===== config.mk =====
export PLATFORM = sky130hd
export DESIGN_NAME = lane_dly_tap_ctrl_flat
export DESIGN_NICKNAME = d
export VERILOG_FILES = /design/src/rtl/lane_dly_tap_ctrl_if.sv /design/src/rtl/lane_dly_tap_ctrl.sv /design/src/flat_wrapper.sv
export SDC_FILE = /design/constraint.sdc
export NUM_CORES = 1
export LEC_CHECK = 0
export ABC_CLOCK_PERIOD_IN_PS = 3550
export CAP_MARGIN = 0
export CORE_MARGIN = 2
export CORE_UTILIZATION = 50
export CTS_CLUSTER_SIZE = 28
export DETAILED_ROUTE_END_ITERATION = 7
export PLACE_DENSITY = 0.8
export SYNTH_ARGS = -nofsm -noshare
export SYNTH_HDL_FRONTEND = slang
export SYNTH_SLANG_ARGS = --single-unit

===== constraint.sdc =====
create_clock -name FAB_CLK -period 3.55 [get_ports FAB_CLK]
set_clock_uncertainty 0.05 [all_clocks]
set_input_delay 0.71 -clock FAB_CLK [delete_from_list [all_inputs] [get_ports FAB_CLK]]
set_output_delay 0.71 -clock FAB_CLK [all_outputs]
set_load 0.005 [all_outputs]

===== src/rtl/lane_dly_tap_ctrl_if.sv =====
// Request handshake between the training fabric and the delay-tap sequencer.
// The fabric side drives the request; the sequencer answers with REQ_READY.
interface lane_dly_tap_ctrl_if;
  logic       REQ_VALID;
  logic       REQ_READY;
  logic       REQ_SEL;
  logic       REQ_DIR;
  logic       REQ_LOAD;
  logic [7:0] REQ_COUNT;

  modport master (
    output REQ_VALID, REQ_SEL, REQ_DIR, REQ_LOAD, REQ_COUNT,
    input  REQ_READY
  );

  modport slave (
    input  REQ_VALID, REQ_SEL, REQ_DIR, REQ_LOAD, REQ_COUNT,
    output REQ_READY
  );
endinterface


===== src/rtl/lane_dly_tap_ctrl.sv =====
// Frames DQS delay-line MOVE/LOAD pulses inside a clock-pause window and keeps shadow taps.
// First pulse PAUSE_SETUP+1 cycles after accept; REQ_READY low from accept until after DONE.
module lane_dly_tap_ctrl #(
  parameter int         PAUSE_SETUP = 4,
  parameter int         MOVE_GAP    = 2,
  parameter int         PAUSE_HOLD  = 4,
  parameter logic [7:0] RX_TAP_INIT = 8'd1,
  parameter logic [7:0] TX_TAP_INIT = 8'd1
) (
  input  logic                 FAB_CLK,
  input  logic                 ARST_N,
  lane_dly_tap_ctrl_if.slave   req,
  input  logic                 RX_DELAY_LINE_OUT_OF_RANGE,
  input  logic                 TX_DELAY_LINE_OUT_OF_RANGE,
  output logic                 DELAY_LINE_SEL,
  output logic                 DELAY_LINE_DIRECTION,
  output logic                 DELAY_LINE_MOVE,
  output logic                 DELAY_LINE_LOAD,
  output logic                 HS_IO_CLK_PAUSE,
  output logic                 DONE,
  output logic                 STATUS_OOR,
  output logic [7:0]           TAPS_MOVED,
  output logic [7:0]           RX_TAP,
  output logic [7:0]           TX_TAP
);

  typedef enum logic [2:0] {
    S_IDLE, S_SETUP, S_PULSE, S_GAP, S_HOLD, S_DONE
  } state_t;

  state_t     state_q;
  logic [3:0] cnt_q;
  logic [7:0] rem_q;
  logic       sel_q, dir_q, load_q;
  logic       ready_q, pause_q, move_q, ld_q, dsel_q, ddir_q, done_q, oor_q;
  logic [7:0] taps_q, rx_q, tx_q;

  logic       oor_d, end_op_d, fire_d;
  logic [7:0] tap_cur, tap_d;

  always_comb begin
    oor_d    = oor_q | ((state_q == S_GAP) &
               (sel_q ? TX_DELAY_LINE_OUT_OF_RANGE : RX_DELAY_LINE_OUT_OF_RANGE));
    end_op_d = oor_d | (rem_q == 8'd0) | load_q;
    // A pulse is launched on the last SETUP cycle or on the last GAP cycle when more taps remain.
    fire_d   = ((state_q == S_SETUP) & (cnt_q == 4'd0)) |
               ((state_q == S_GAP) & (cnt_q == 4'd0) & ~end_op_d);
    tap_cur  = sel_q ? tx_q : rx_q;
    if (load_q)
      tap_d = sel_q ? TX_TAP_INIT : RX_TAP_INIT;
    else if (dir_q)
      tap_d = (tap_cur == 8'hFF) ? tap_cur : tap_cur + 8'd1;
    else
      tap_d = (tap_cur == 8'h00) ? tap_cur : tap_cur - 8'd1;
  end

  always_ff @(posedge FAB_CLK or negedge ARST_N) begin
    if (!ARST_N) begin
      state_q <= S_IDLE;
      cnt_q   <= 4'd0;
      rem_q   <= 8'd0;
      sel_q   <= 1'b0;
      dir_q   <= 1'b0;
      load_q  <= 1'b0;
      ready_q <= 1'b1;
      pause_q <= 1'b0;
      move_q  <= 1'b0;
      ld_q    <= 1'b0;
      dsel_q  <= 1'b0;
      ddir_q  <= 1'b0;
      done_q  <= 1'b0;
      oor_q   <= 1'b0;
      taps_q  <= 8'd0;
      rx_q    <= RX_TAP_INIT;
      tx_q    <= TX_TAP_INIT;
    end else begin
      oor_q <= oor_d;
      if (fire_d) begin
        move_q <= ~load_q;
        ld_q   <= load_q;
        taps_q <= taps_q + 8'd1;
        rem_q  <= rem_q - 8'd1;
        if (sel_q) tx_q <= tap_d;
        else       rx_q <= tap_d;
      end else begin
        move_q <= 1'b0;
        ld_q   <= 1'b0;
      end

      case (state_q)
        S_IDLE: begin
          if (req.REQ_VALID && ready_q) begin
            sel_q   <= req.REQ_SEL;
            dir_q   <= req.REQ_DIR;
            load_q  <= req.REQ_LOAD;
            rem_q   <= req.REQ_COUNT;
            oor_q   <= 1'b0;
            taps_q  <= 8'd0;
            ready_q <= 1'b0;
            if (!req.REQ_LOAD && req.REQ_COUNT == 8'd0) begin
              state_q <= S_DONE;
              done_q  <= 1'b1;
            end else begin
              state_q <= S_SETUP;
              pause_q <= 1'b1;
              dsel_q  <= req.REQ_SEL;
              ddir_q  <= req.REQ_DIR & ~req.REQ_LOAD;
              cnt_q   <= 4'(PAUSE_SETUP - 1);
            end
          end
        end
        S_SETUP: begin
          if (cnt_q == 4'd0) state_q <= S_PULSE;
          else               cnt_q   <= cnt_q - 4'd1;
        end
        S_PULSE: begin
          state_q <= S_GAP;
          cnt_q   <= 4'(MOVE_GAP - 1);
        end
        S_GAP: begin
          if (cnt_q != 4'd0) begin
            cnt_q <= cnt_q - 4'd1;
          end else if (end_op_d) begin
            pause_q <= 1'b0;
            if (PAUSE_HOLD == 0) begin
              state_q <= S_DONE;
              done_q  <= 1'b1;
            end else begin
              state_q <= S_HOLD;
              cnt_q   <= 4'(PAUSE_HOLD - 1);
            end
          end else begin
            state_q <= S_PULSE;
          end
        end
        S_HOLD: begin
          if (cnt_q == 4'd0) begin
            state_q <= S_DONE;
            done_q  <= 1'b1;
          end else begin
            cnt_q <= cnt_q - 4'd1;
          end
        end
        S_DONE: begin
          state_q <= S_IDLE;
          done_q  <= 1'b0;
          ready_q <= 1'b1;
          dsel_q  <= 1'b0;
          ddir_q  <= 1'b0;
        end
        default: state_q <= S_IDLE;
      endcase
    end
  end

  assign req.REQ_READY         = ready_q;
  assign DELAY_LINE_SEL        = dsel_q;
  assign DELAY_LINE_DIRECTION  = ddir_q;
  assign DELAY_LINE_MOVE       = move_q;
  assign DELAY_LINE_LOAD       = ld_q;
  assign HS_IO_CLK_PAUSE       = pause_q;
  assign DONE                  = done_q;
  assign STATUS_OOR            = oor_q;
  assign TAPS_MOVED            = taps_q;
  assign RX_TAP                = rx_q;
  assign TX_TAP                = tx_q;

endmodule


===== src/flat_wrapper.sv =====
// flat-port wrapper written by rule: the top's interface ports become plain ports
module lane_dly_tap_ctrl_flat 
#(
  parameter int         PAUSE_SETUP = 4,
  parameter int         MOVE_GAP    = 2,
  parameter int         PAUSE_HOLD  = 4,
  parameter logic [7:0] RX_TAP_INIT = 8'd1,
  parameter logic [7:0] TX_TAP_INIT = 8'd1
)
  (FAB_CLK, ARST_N, RX_DELAY_LINE_OUT_OF_RANGE, TX_DELAY_LINE_OUT_OF_RANGE, DELAY_LINE_SEL, DELAY_LINE_DIRECTION, DELAY_LINE_MOVE, DELAY_LINE_LOAD, HS_IO_CLK_PAUSE, DONE, STATUS_OOR, TAPS_MOVED, RX_TAP, TX_TAP, req_REQ_VALID, req_REQ_SEL, req_REQ_DIR, req_REQ_LOAD, req_REQ_COUNT, req_REQ_READY);
  lane_dly_tap_ctrl_if req_i ();
  input  logic FAB_CLK;
  input  logic ARST_N;
  input  logic RX_DELAY_LINE_OUT_OF_RANGE;
  input  logic TX_DELAY_LINE_OUT_OF_RANGE;
  output logic DELAY_LINE_SEL;
  output logic DELAY_LINE_DIRECTION;
  output logic DELAY_LINE_MOVE;
  output logic DELAY_LINE_LOAD;
  output logic HS_IO_CLK_PAUSE;
  output logic DONE;
  output logic STATUS_OOR;
  output logic [7:0] TAPS_MOVED;
  output logic [7:0] RX_TAP;
  output logic [7:0] TX_TAP;
  input wire logic [$bits(req_i.REQ_VALID)-1:0] req_REQ_VALID;
  input wire logic [$bits(req_i.REQ_SEL)-1:0] req_REQ_SEL;
  input wire logic [$bits(req_i.REQ_DIR)-1:0] req_REQ_DIR;
  input wire logic [$bits(req_i.REQ_LOAD)-1:0] req_REQ_LOAD;
  input wire logic [$bits(req_i.REQ_COUNT)-1:0] req_REQ_COUNT;
  output wire logic [$bits(req_i.REQ_READY)-1:0] req_REQ_READY;
  assign req_i.REQ_VALID = req_REQ_VALID;
  assign req_i.REQ_SEL = req_REQ_SEL;
  assign req_i.REQ_DIR = req_REQ_DIR;
  assign req_i.REQ_LOAD = req_REQ_LOAD;
  assign req_i.REQ_COUNT = req_REQ_COUNT;
  assign req_REQ_READY = req_i.REQ_READY;
  lane_dly_tap_ctrl #(.PAUSE_SETUP(PAUSE_SETUP), .MOVE_GAP(MOVE_GAP), .PAUSE_HOLD(PAUSE_HOLD), .RX_TAP_INIT(RX_TAP_INIT), .TX_TAP_INIT(TX_TAP_INIT)) u_core (.FAB_CLK(FAB_CLK), .ARST_N(ARST_N), .req(req_i), .RX_DELAY_LINE_OUT_OF_RANGE(RX_DELAY_LINE_OUT_OF_RANGE), .TX_DELAY_LINE_OUT_OF_RANGE(TX_DELAY_LINE_OUT_OF_RANGE), .DELAY_LINE_SEL(DELAY_LINE_SEL), .DELAY_LINE_DIRECTION(DELAY_LINE_DIRECTION), .DELAY_LINE_MOVE(DELAY_LINE_MOVE), .DELAY_LINE_LOAD(DELAY_LINE_LOAD), .HS_IO_CLK_PAUSE(HS_IO_CLK_PAUSE), .DONE(DONE), .STATUS_OOR(STATUS_OOR), .TAPS_MOVED(TAPS_MOVED), .RX_TAP(RX_TAP), .TX_TAP(TX_TAP));
endmodule

==> results of run 1 <==
cell type report:
class	instances	area share (%)
Inverter	13	1.25
Clock buffer	7	2.20
Timing Repair Buffer	52	12.8
Tap cell	77	2.46
Clock inverter	1	0.767
Sequential cell	50	32.0
Multi-Input combinational cell	275	48.5
sequential cells by signal, indices dropped and copies added (netlist names), 3 cells and up:
signal             flops
u_core.RX_TAP          8
u_core.TAPS_MOVED      8
u_core.TX_TAP          8
u_core.cnt_q           4
u_core.rem_q           8
u_core.state_q         3
final timing paths:
kind / endpoint / from / slack, ns / depth (start not counted)
min: u_core.req.REQ_READY / u_core.req.REQ_READY / 0.45 / 2
min reg2reg: u_core.req.REQ_READY / u_core.req.REQ_READY / 0.45 / 2
min in group asynchronous: u_core.TX_TAP[5] / ARST_N / 0.48 / 1
max in group asynchronous: u_core.TX_TAP[6] / ARST_N / 2.28 / 2
max: u_core.RX_TAP[0] / u_core.sel_q / 0.59 / 9
max reg2reg: u_core.RX_TAP[0] / u_core.sel_q / 0.59 / 9
routing by layer:
layer  global-route usage [%]  wire (um)  up-vias
met3                     3.70        461       16
li1                         -          -     1434
met5                        0          0        -
met4                     5.77        149        0
met2                     38.4       4160      118
met1                     34.9       3990     1452
power breakdown:
group          leakage, nW  total [mW]  internal, mW  switching (mW)
sequential           0.630        1.26         0.819           0.446
clock               0.0585       0.412         0.230           0.182
combinational        0.857        1.86         0.903           0.957
total                 1.55        3.54          1.95            1.59
cells in the final DEF, fill, tap and decap left out, types with 5 or more instances in the layout:
cell / count
dfrtp_1: 47
clkdlybuf4s50_1: 46
nand2_1: 34
nor2_1: 26
o21ai_0: 23
nor3_1: 14
nand3_1: 14
inv_1: 13
xnor2_1: 10
mux2i_1: 8
nand4_1: 8
a21oi_1: 8
o21ai_1: 7
ha_1: 7
nor2b_1: 6
clkbuf_8: 6
o211ai_1: 5
a22o_1: 5
a32o_1: 5
buf_4: 5
cell families (layout without fill, tap and decap cells):
logic type	Yosys count	in the layout	share of synthesized area [%]
AND/OR/NAND/NOR	134	134	21.5
AO/OA/AOI/OAI	105	105	24.8
adder cells (fa/ha/maj)	7	7	2.68
multiplexers	15	15	5.31
XOR/XNOR	14	14	3.75
flip-flops	50	50	38.3
buffers and inverters	28	73	3.67
stage by stage:
step                      setup WS [ns]  hold slack [ns]  power [mW]  instances
after floorplan                   0.948            0.364        2.40        353
after global placement            0.677            0.430        3.05        467
after detailed placement          0.469            0.426        3.09        467
after CTS                         0.655            0.452        3.52        475
after global routing              0.385            0.464        3.78        475
final                             0.589            0.446        3.54        475
tightest hold or removal path, cell delays in order, from the launching register on:
cell and delay, ns:
dfstp_2 0.40, nand2_1 0.06, nand2_1 0.05
==> impl_metrics.env, run 1 <==
export IMPL_run_status="complete, no violations"
export IMPL_finalSetupViolCount=0
export IMPL_finalNetCount=420
export IMPL_viasPerCell=6.36
export IMPL_synth_commonest_cells="dfrtp_1 (47), nand2_1 (34), nor2_1 (26), o21ai_0 (23)"
export IMPL_place_congestion=0.909
export IMPL_io_pins=48
export IMPL_relSlewSlack_pct=39.1
export IMPL_synth_cell_types=70
export IMPL_area_growth_pct=19.7
export IMPL_fin_util_pct=61.7
export IMPL_htreeDepth=2
export IMPL_track_usage_pct=24.1
export IMPL_placed_area_um2=3800
export IMPL_grt_pass1_vias=2701
export IMPL_ant_nets=0
export IMPL_floorplan_initialDensity_pct=51.5
export IMPL_multiInputGateArea_um2=1900
export IMPL_die_h_um=84.9
export IMPL_io_buffers=47
export IMPL_worst_ep_required_time_ns=3.69
export IMPL_rsz0062_at_grt="false"
export IMPL_postCtsSetupBuffers=0
export IMPL_drv_cap=0
export IMPL_drt_first_pass_iters=5
export IMPL_wirelength_um=8760
export IMPL_tns_ns=0
export IMPL_fin_crit_sh_pct=83.4
export IMPL_synthesis_instances=353
export IMPL_yosys_area_top_type="dfrtp_1"
export IMPL_hp_class="flip-flop to flip-flop"
export IMPL_die_x_um=84.9
export IMPL_grt_ovfl_total=0
export IMPL_drive_gt1_share_pct=9.30
export IMPL_cts_sinks=50
export IMPL_drtIter0Drc=301
export IMPL_final_cell_area_um2=3920
export IMPL_fin_crit_ns=2.96
export IMPL_grt_pass1_wl_um=13800
export IMPL_synth_area_leaders="dfrtp_1 (36%), nand2_1 (3.9%), o21ai_0 (3.5%)"
export IMPL_vias=3020
export IMPL_fillerInstances=539
export IMPL_path_max_fanout=7
export IMPL_dpl_hpwl_um=6500
export IMPL_ys_seq_elements=50
export IMPL_cts_made_buffers=5
export IMPL_powerDensity_nw_per_um2=903
export IMPL_synthesis_nets=376
export IMPL_grt_max_degree=41
export IMPL_critical_path_top_delay_family="compound AO/OA/AOI/OAI gates"
export IMPL_path_cells="inv_1 > a21boi_0 > inv_1 > ha_1 > nand4b_1 > a22o_1 > nor2_1 > a2111oi_0 > a221oi_1"
export IMPL_fmax_mhz=338
export IMPL_path_buf_inv=2
export IMPL_synth_async_sr_flop_share_pct=100
export IMPL_n_antenna_cell=0
export IMPL_syn_avg_cell_area_um2=9.27
export IMPL_ir_drop_uv=465
export IMPL_coreArea_um2=6350
export IMPL_hold_viol_final=0
export IMPL_cp_slowest_cell="dfrtp_1"
export IMPL_cts_resized_gates=0
export IMPL_synth_warnings=0
export IMPL_synth_most_common_cell="dfrtp_1"
export IMPL_cp_data_arrival_time_ns=3.11
export IMPL_p_leak_nw=1.55
export IMPL_antenna_found_initial=0
export IMPL_drt_wirelength_per_cell_um=18.4
export IMPL_slew_viol_final=0
export IMPL_synth_edf_count=0
export IMPL_clk_latency_ns=0.30
export IMPL_die_area_um2=7210
export IMPL_critPathMaxStageDelay_ns=0.57
export IMPL_drc=0
export IMPL_cts_hold_buf=0
export IMPL_startpoint_type="flip-flop"
export IMPL_cts_root_buffer="clkbuf_8"
export IMPL_synth_area_um2=3270
export IMPL_criticalPathCategory="flip-flop to flip-flop"
export IMPL_synth_top_area_share_pct=35.9
export IMPL_synthFlopType="dfrtp_1"
export IMPL_path_clk_slew_ns=0.09
export IMPL_crit_top_cell="inv_1"
export IMPL_clockBufferDepth=2
export IMPL_yosysSeqAreaShare_pct=38.3
export IMPL_worst_pin_slew_ns=0.913
export IMPL_final_seq_area_um2=1250
export IMPL_rows=29
export IMPL_cp_end_kind="flip-flop"
export IMPL_cts_tree="yes"
Power figures use the tool's default switching activity.
==> run 2, diff against run 1 <==
ABC_CLOCK_PERIOD_IN_PS = 2950   (was 3550)
clock period = 2.95 ns   (was 3.55 ns; I/O delays follow)
==> run 2 against run 1 <==
  * Final cell count increased by 1.5%
  * Sequential share of layout area decreased by 0.42 points
  * Combinational power increased by 23%
  * Sequential cell count unchanged
  * Non-clock buffer count increased by 7
  * Register-to-register slack got worse by 0.36 ns
  * Clock power increased by 24%
  * Highest routed layer unchanged
==> impl_metrics.env, run 2 (synthesized netlist as in run 1, its figures left out) <==
export IMPL_postCtsSetupBuffers=0
export IMPL_dpl_hpwl_um=6460
export IMPL_clk_latency_ns=0.32
export IMPL_hold_viol_final=0
export IMPL_critPathMaxStageDelay_ns=0.57
export IMPL_drtIter0Drc=245
export IMPL_worst_pin_slew_ns=0.795
export IMPL_drc=0
export IMPL_htreeDepth=2
export IMPL_grt_pass1_vias=3050
export IMPL_slew_viol_final=0
export IMPL_use_met1_pct=33.1
export IMPL_cts_tree="yes"
export IMPL_die_area_um2=7210
export IMPL_worst_ep_required_time_ns=3.15
export IMPL_hp_class="input port to async pin"
export IMPL_final_cell_area_um2=3970
export IMPL_clockBufferDepth=2
export IMPL_cts_hold_buf=0
export IMPL_hold_slack_ns=0.149
export IMPL_track_usage_pct=25.4
export IMPL_coreArea_um2=6350
export IMPL_tns_ns=0
export IMPL_reg2regPathDepth=9
export IMPL_ant_nets=0
export IMPL_placed_area_um2=3850
export IMPL_io_buffers=47
export IMPL_die_x_um=84.9
export IMPL_path_max_fanout=9
export IMPL_powerDensity_nw_per_um2=1080
export IMPL_criticalPathCategory="flip-flop to flip-flop"
export IMPL_fin_crit_ns=2.72
export IMPL_area_growth_pct=21.3
export IMPL_relSlewSlack_pct=46.4
export IMPL_viasPerCell=6.46
export IMPL_floorplan_initialDensity_pct=51.5
export IMPL_final_common_cell="dfrtp_1"
export IMPL_vias=3116
export IMPL_fmax_mhz=367
export IMPL_drv_cap=0
export IMPL_instances_no_fill=482
export IMPL_antenna_found_initial=0
export IMPL_use_met2_pct=41.5
export IMPL_r2r_slack_ns=0.23
export IMPL_dp_cells=474
export IMPL_path_cells="inv_1 > a21boi_0 > inv_1 > ha_1 > nand4b_1 > a22o_1 > nor2_1 > mux4_2 > o21ai_1"
export IMPL_p_total_mw=4.29
export IMPL_pre_cts_slack_ns=0.184
export IMPL_finalNetCount=427
export IMPL_cts_resized_gates=0
export IMPL_grt_ovfl_total=0
export IMPL_drt_first_pass_iters=5
export IMPL_grt_pass1_wl_um=14700
export IMPL_grt_max_degree=33
export IMPL_run_status="complete, no violations"
export IMPL_use_met3_pct=4.28
export IMPL_drive_gt1_share_pct=11.1
export IMPL_drt_wirelength_per_cell_um=18.4
export IMPL_p_leak_nw=1.58
export IMPL_rsz0062_at_grt="false"
export IMPL_fin_util_pct=62.5
export IMPL_cts_sinks=50
export IMPL_path_clk_slew_ns=0.10
export IMPL_timing_rr_start="u_core.sel_q"
export IMPL_io_pins=48
export IMPL_cp_slowest_cell="dfrtp_1"
export IMPL_cts_made_buffers=5
export IMPL_reg2reg_to="u_core.RX_TAP[6]"
export IMPL_wirelength_um=8850
export IMPL_n_antenna_cell=0
export IMPL_crit_top_cell="inv_1"
export IMPL_place_congestion=0.914
export IMPL_cts_root_buffer="clkbuf_8"
export IMPL_rows=29
export IMPL_cp_end_kind="flip-flop"
export IMPL_cp_data_arrival_time_ns=2.92
export IMPL_fin_ws_ns=0.225
export IMPL_fin_crit_sh_pct=92.4
export IMPL_startpoint_type="flip-flop"
export IMPL_fillerInstances=556
export IMPL_finalSetupViolCount=0
export IMPL_multiInputGateArea_um2=1900
export IMPL_final_seq_area_um2=1250
export IMPL_top_usage_layer="met2"
export IMPL_ir_drop_uv=507
export IMPL_die_h_um=84.9
export IMPL_most_common_layout_cells="dfrtp_1 (47), clkdlybuf4s50_1 (46), nand2_1 (34)"
[run 2: per-layer routing]
| layer | vias up | share of wire [%] |
|---|---|---|
| li1 | 1437 | - |
| met3 | 29 | 6.3 |
| met5 | - | 0 |
| met4 | 0 | 2.7 |
| met2 | 138 | 48 |
| met1 | 1512 | 43 |
[run 2: layout make-up]
type                            count  area share [%]
Multi-Input combinational cell    275            47.8
Sequential cell                    50            31.6
Timing Repair Buffer               59            14.0
Tap cell                           77            2.43
Clock buffer                        5            1.73
Inverter                           13            1.23
Clock inverter                      3            1.20
[run 2: power breakdown]
part / switching, mW / internal, mW
Sequential: 0.515 / 0.983
Clock: 0.254 / 0.258
Combinational: 1.16 / 1.13
Total: 1.93 / 2.37
[run 2: how the worst max path moves through the flow]
stage	from	depth (start not counted)	to	slack (ns)
3_3_place_gp	RX_DELAY_LINE_OUT_OF_RANGE	7	u_core.TAPS_MOVED[1]	0.24
3_5_place_dp	RX_DELAY_LINE_OUT_OF_RANGE	7	u_core.TAPS_MOVED[1]	0.18
5_1_grt	u_core.sel_q	9	u_core.RX_TAP[0]	0.05
2_1_floorplan	u_core.sel_q	10	u_core.RX_TAP[6]	0.35
4_1_cts	u_core.sel_q	9	u_core.RX_TAP[6]	0.27
6_report	u_core.sel_q	9	u_core.RX_TAP[6]	0.23
[run 2: critical path: cells and delay by family (launching register included)]
family          cells  cell delay [ns]
flops               1             0.57
buf+inv             2             0.18
compound gates      3             0.85
mux                 1             0.48
fa+ha+maj           1             0.26
simple gates        2             0.27
